$ cat src/rtl/tx_resp_arb.sv
// Response arbiter: buffers one ALU result and one register-read byte and
// serialises them into the TX FIFO, ALU results as low byte then high byte.
module tx_resp_arb #(
   parameter int unsigned DATA_WIDTH = 8
) (
   input  logic                    CLK,
   input  logic                    RST,
   input  logic [2*DATA_WIDTH-1:0] ALU_OUT,
   input  logic                    OUT_Valid,
   input  logic [DATA_WIDTH-1:0]   RdData,
   input  logic                    RdData_Valid,
   input  logic                    wfull,
   output logic [DATA_WIDTH-1:0]   TX_P_DATA,
   output logic                    TX_D_VLD,
   output logic                    BUSY,
   output logic                    OVF
);

   typedef enum logic {StIdle, StAluHi} state_e;

   state_e                  state_q, state_d;
   logic [2*DATA_WIDTH-1:0] alu_buf_q, alu_buf_d;
   logic [DATA_WIDTH-1:0]   reg_buf_q, reg_buf_d;
   logic                    alu_pend_q, alu_pend_d;
   logic                    reg_pend_q, reg_pend_d;
   logic                    last_gnt_alu_q, last_gnt_alu_d;
   logic [DATA_WIDTH-1:0]   tx_data_q, tx_data_d;
   logic                    tx_vld_q, tx_vld_d;
   logic                    ovf_q, ovf_d;

   logic gnt_reg, gnt_alu, alu_done;

   always_ff @(posedge CLK or negedge RST) begin
      if (!RST) begin
         state_q        <= StIdle;
         alu_buf_q      <= '0;
         reg_buf_q      <= '0;
         alu_pend_q     <= 1'b0;
         reg_pend_q     <= 1'b0;
         last_gnt_alu_q <= 1'b1;
         tx_data_q      <= '0;
         tx_vld_q       <= 1'b0;
         ovf_q          <= 1'b0;
      end else begin
         state_q        <= state_d;
         alu_buf_q      <= alu_buf_d;
         reg_buf_q      <= reg_buf_d;
         alu_pend_q     <= alu_pend_d;
         reg_pend_q     <= reg_pend_d;
         last_gnt_alu_q <= last_gnt_alu_d;
         tx_data_q      <= tx_data_d;
         tx_vld_q       <= tx_vld_d;
         ovf_q          <= ovf_d;
      end
   end

   // Grants only happen when the FIFO can accept; REG wins a tie unless it was served last.
   always_comb begin
      state_d  = state_q;
      gnt_reg  = 1'b0;
      gnt_alu  = 1'b0;
      alu_done = 1'b0;
      unique case (state_q)
         StIdle: begin
            if (!wfull) begin
               if (reg_pend_q && (!alu_pend_q || last_gnt_alu_q)) begin
                  gnt_reg = 1'b1;
               end else if (alu_pend_q) begin
                  gnt_alu = 1'b1;
                  state_d = StAluHi;
               end
            end
         end
         StAluHi: begin
            if (!wfull) begin
               alu_done = 1'b1;
               state_d  = StIdle;
            end
         end
         default: state_d = StIdle;
      endcase
   end

   always_comb begin
      tx_data_d      = tx_data_q;
      tx_vld_d       = 1'b0;
      last_gnt_alu_d = last_gnt_alu_q;
      reg_buf_d      = reg_buf_q;
      alu_buf_d      = alu_buf_q;
      reg_pend_d     = reg_pend_q && !gnt_reg;
      alu_pend_d     = alu_pend_q && !alu_done;
      ovf_d          = ovf_q;

      if (gnt_reg) begin
         tx_data_d      = reg_buf_q;
         tx_vld_d       = 1'b1;
         last_gnt_alu_d = 1'b0;
      end else if (gnt_alu) begin
         tx_data_d      = alu_buf_q[DATA_WIDTH-1:0];
         tx_vld_d       = 1'b1;
         last_gnt_alu_d = 1'b1;
      end else if (alu_done) begin
         tx_data_d = alu_buf_q[2*DATA_WIDTH-1:DATA_WIDTH];
         tx_vld_d  = 1'b1;
      end

      // A slot freed at this edge may be refilled at the same edge.
      if (RdData_Valid) begin
         if (!reg_pend_q || gnt_reg) begin
            reg_buf_d  = RdData;
            reg_pend_d = 1'b1;
         end else begin
            ovf_d = 1'b1;
         end
      end
      if (OUT_Valid) begin
         if (!alu_pend_q || alu_done) begin
            alu_buf_d  = ALU_OUT;
            alu_pend_d = 1'b1;
         end else begin
            ovf_d = 1'b1;
         end
      end
   end

   assign TX_P_DATA = tx_data_q;
   assign TX_D_VLD  = tx_vld_q;
   assign OVF       = ovf_q;
   assign BUSY      = alu_pend_q | reg_pend_q | (state_q != StIdle);

endmodule

$ cat config.mk
export PLATFORM = sky130hd
export DESIGN_NAME = tx_resp_arb
export DESIGN_NICKNAME = d
export VERILOG_FILES = /design/src/rtl/tx_resp_arb.sv
export SDC_FILE = /design/constraint.sdc
export NUM_CORES = 1
export LEC_CHECK = 0
export CORE_MARGIN = 5
export CORE_UTILIZATION = 40
export CTS_CLUSTER_SIZE = 12
export DETAILED_ROUTE_END_ITERATION = 8
export PLACE_DENSITY = 0.67
export RECOVER_POWER = 100
export SYNTH_ARGS = -nofsm -noshare
export SYNTH_HDL_FRONTEND = slang
export SYNTH_SLANG_ARGS = --single-unit
$ cat constraint.sdc
create_clock -name CLK -period 5.4 [get_ports CLK]
set_input_delay 0.81 -clock CLK [delete_from_list [all_inputs] [get_ports CLK]]
set_output_delay 0.81 -clock CLK [all_outputs]
set_load 0.05 [all_outputs]
==> impl_metrics.env <==
export IMPL_status="finished, violations left"
export IMPL_violations="max-capacitance violations, max-slew violations"
export IMPL_fp_dieH_um=74.7
export IMPL_drt_iter0_drc=119
export IMPL_multi_input_area_sq_um=664
export IMPL_rsz0062_at_grt="false"
export IMPL_synthSimpleGateAreaFrac_pct=7.99
export IMPL_fin_setup_tns_ns=0
export IMPL_fin_crit_sh_pct=55.7
export IMPL_slew_viol_final=39
export IMPL_grt_overflow_total=0
export IMPL_slew_headroom_pct=-33.3
export IMPL_dpl_cell_area_sq_mm=0.00211
export IMPL_syn_num_nets=160
export IMPL_routabilityCongestion=0.853
export IMPL_seqCellArea_sq_um=952
export IMPL_io_buffers=39
export IMPL_ir_drop_mv=0.322
export IMPL_synth_edff_count=0
export IMPL_worst_endpoint_required_ns=5.56
export IMPL_via_count=1182
export IMPL_grt_pass1_wl_um=6060
export IMPL_critPathMaxStageDelay_ns=0.83
export IMPL_synth_compound_area_share_pct=16.2
export IMPL_drc=0
export IMPL_maxCapViolCount=1
export IMPL_setup_violations=0
export IMPL_grt_start_max_net_pins=39
export IMPL_h_tree_depth=2
export IMPL_cts_buffers=5
export IMPL_cts_resized_gates=0
export IMPL_synth_area_leaders="dfrtp_1 (55%), mux2_2 (16%), a211o_2 (4.8%), a22o_1 (4.2%), and3_1 (3.0%)"
export IMPL_crit_fanout=16
export IMPL_cts_buffer_depth=2
export IMPL_netlist_instances=131
export IMPL_cts_setup_buffers=0
export IMPL_die_x_um=74.7
export IMPL_drive_gt1_share_pct=25.1
export IMPL_cp_num_buf_inv=1
export IMPL_start_util_pct=41.6
export IMPL_worstMarginPinSlew_ns=2.00
export IMPL_cts_tree="built"
export IMPL_synth_xor_area_share_pct=0
export IMPL_async_flop_share_pct=100
export IMPL_grtUsageTotal_pct=14.4
export IMPL_core_area_sq_mm=0.00403
export IMPL_cts_root_buf="clkbuf_8"
export IMPL_wl_per_cell_um=16.5
export IMPL_yosysSeqAreaShare_pct=56.8
export IMPL_yosysTopAreaCellShare_pct=55.3
export IMPL_crit_chain="dlygate4sd3_1 > o21ai_0 > and2_0 > mux2_2"
export IMPL_first_pass_iters=4
export IMPL_synth_most_common_cell="dfrtp_1"
export IMPL_path_delay_family="simple AND/OR/NAND/NOR gates"
export IMPL_dp_hpwl_um=2790
export IMPL_yosysTopAreaCell="dfrtp_1"
export IMPL_avgSynthCellArea_sq_um=12.8
export IMPL_syn_area_sq_mm=0.00168
export IMPL_nets=201
export IMPL_ys_types=24
export IMPL_fmax_ghz=0.332
export IMPL_antenna_found_initial=0
export IMPL_fin_skew_ns=0.00522
export IMPL_critPathCaptureType="flip-flop"
export IMPL_vias_per_cell=5.35
export IMPL_die_area_sq_mm=0.00558
export IMPL_io_pins=40
export IMPL_clock_sinks=38
export IMPL_synth_ff_type="dfrtp_1"
export IMPL_synthAdderAreaFrac_pct=0
export IMPL_num_rows=23
export IMPL_finalPower_w=0.00121
export IMPL_grt_pass1_vias=1305
export IMPL_worstSetupPathType="primary input to flip-flop"
export IMPL_wirelength_um=3640
export IMPL_ys_seq_elements=38
export IMPL_diodes=0
export IMPL_period_minus_slack_ns=3.01
export IMPL_fillers=371
export IMPL_final_area_sq_mm=0.00217
export IMPL_clk_pin_slew_ns=0.07
export IMPL_synthMuxAreaShare_pct=16.1
export IMPL_hold_path_class="flip-flop to flip-flop"
export IMPL_cp_start_kind="primary input"
export IMPL_synth_top_family_by_area="compound AO/OA/AOI/OAI gates"
export IMPL_power_density_mw_per_mm2=555
export IMPL_clk_insertion_delay_late_ns=0.28
export IMPL_synthToLayoutAreaGrowth_pct=29.8
export IMPL_cts_hold_buf=0
export IMPL_yosysWarnings=0
export IMPL_crit_arrival_ns=3.17
export IMPL_leakage_nw=0.966
export IMPL_netlist_top_cells_count="dfrtp_1 (37), mux2_2 (24), nand2_1 (11), a21oi_1 (9)"
export IMPL_cpMaxStageDelayCell="and2_0"
export IMPL_ant_nets=0
export IMPL_finalHoldViolCount=0
-- cell usage in the layout (no fill, tap or decap), drive strengths merged --
cell	instances
a211o	8
a21boi	1
a31oi	1
nand2b	2
a221o	1
mux2	24
dlygate4sd3	13
clkdlybuf4s50	26
dfstp	1
nand2	11
o21ai	2
and2	1
nor2	3
inv	5
or3	1
or2	1
dfrtp	37
a22o	8
a2111oi	1
a21oi	9
and3	8
clkbuf	7
-- worst paths after layout --
check,from,endpoint,slack [ns],cells past startpoint
min in group asynchronous,RST,alu_buf_q[9],1.63,2
max in group asynchronous,RST,reg_buf_q[2],2.62,2
min,OVF,OVF,0.50,1
max,wfull,alu_buf_q[3],2.39,4
min reg2reg,OVF,OVF,0.50,1
max reg2reg,reg_pend_q,reg_buf_q[7],3.09,4
-- area by class of cell --
cell class              count  share of cell area, %
flip-flops and latches     38                   43.8
clock buffers               6                   3.80
multi-input cells          82                   30.6
inverters                   5                  0.863
well taps                  50                   2.88
repair buffers             40                   18.1
-- power by group --
| part | internal (W) | leakage, nW | switching [W] |
|---|---|---|---|
| combinational | 0.000244 | 0.477 | 0.000265 |
| sequential | 0.000420 | 0.446 | 0.0000907 |
| clock | 0.0000984 | 0.0431 | 0.0000897 |
-- metrics by stage --
step / worst slack (ns) / utilization [%] / hold WS [ns] / std cells
floorplan: 3.44 / - / 0.472 / 131
global placement: 2.45 / 52.3 / 0.469 / 215
detailed placement: 2.31 / 52.3 / 0.495 / 215
CTS: 2.61 / 54.3 / 0.512 / 221
global route: 2.09 / 54.0 / 0.514 / 221
finish: 2.39 / 54.0 / 0.500 / 221
-- kinds of logic (layout without fill, tap and decap cells) --
| logic type | Yosys count | count (layout) |
|---|---|---|
| flip-flops | 38 | 38 |
| AND/OR/NAND/NOR | 27 | 27 |
| AO/OA/AOI/OAI | 31 | 31 |
| buffers and inverters | 11 | 51 |
| multiplexers | 24 | 24 |
-- flip-flops by register name (all words and copies together), names as in the netlist --
name	cells
alu_buf_q	16
TX_P_DATA	8
reg_buf_q	8
OVF	1
TX_D_VLD	1
alu_pend_q	1
last_gnt_alu_q	1
reg_pend_q	1
state_q	1
-- metal layers --
metal / wire length [um] / vias to the layer above / track usage [%]
met2: 1950 / 30 / 25.9
met5: 0 / - / 0
met3: 233 / 5 / 3.74
met4: 38 / 0 / 5.93
li1: - / 552 / -
met1: 1420 / 595 / 16.2
-- worst reg2reg max path, delay by kind of cell (launching register included) --
| family | cells | cell delay, ns |
|---|---|---|
| compound gates | 2 | 1.02 |
| mux | 1 | 0.43 |
| flops | 1 | 0.58 |
| buf+inv | 1 | 0.17 |
(Power assumes the default switching activity.)
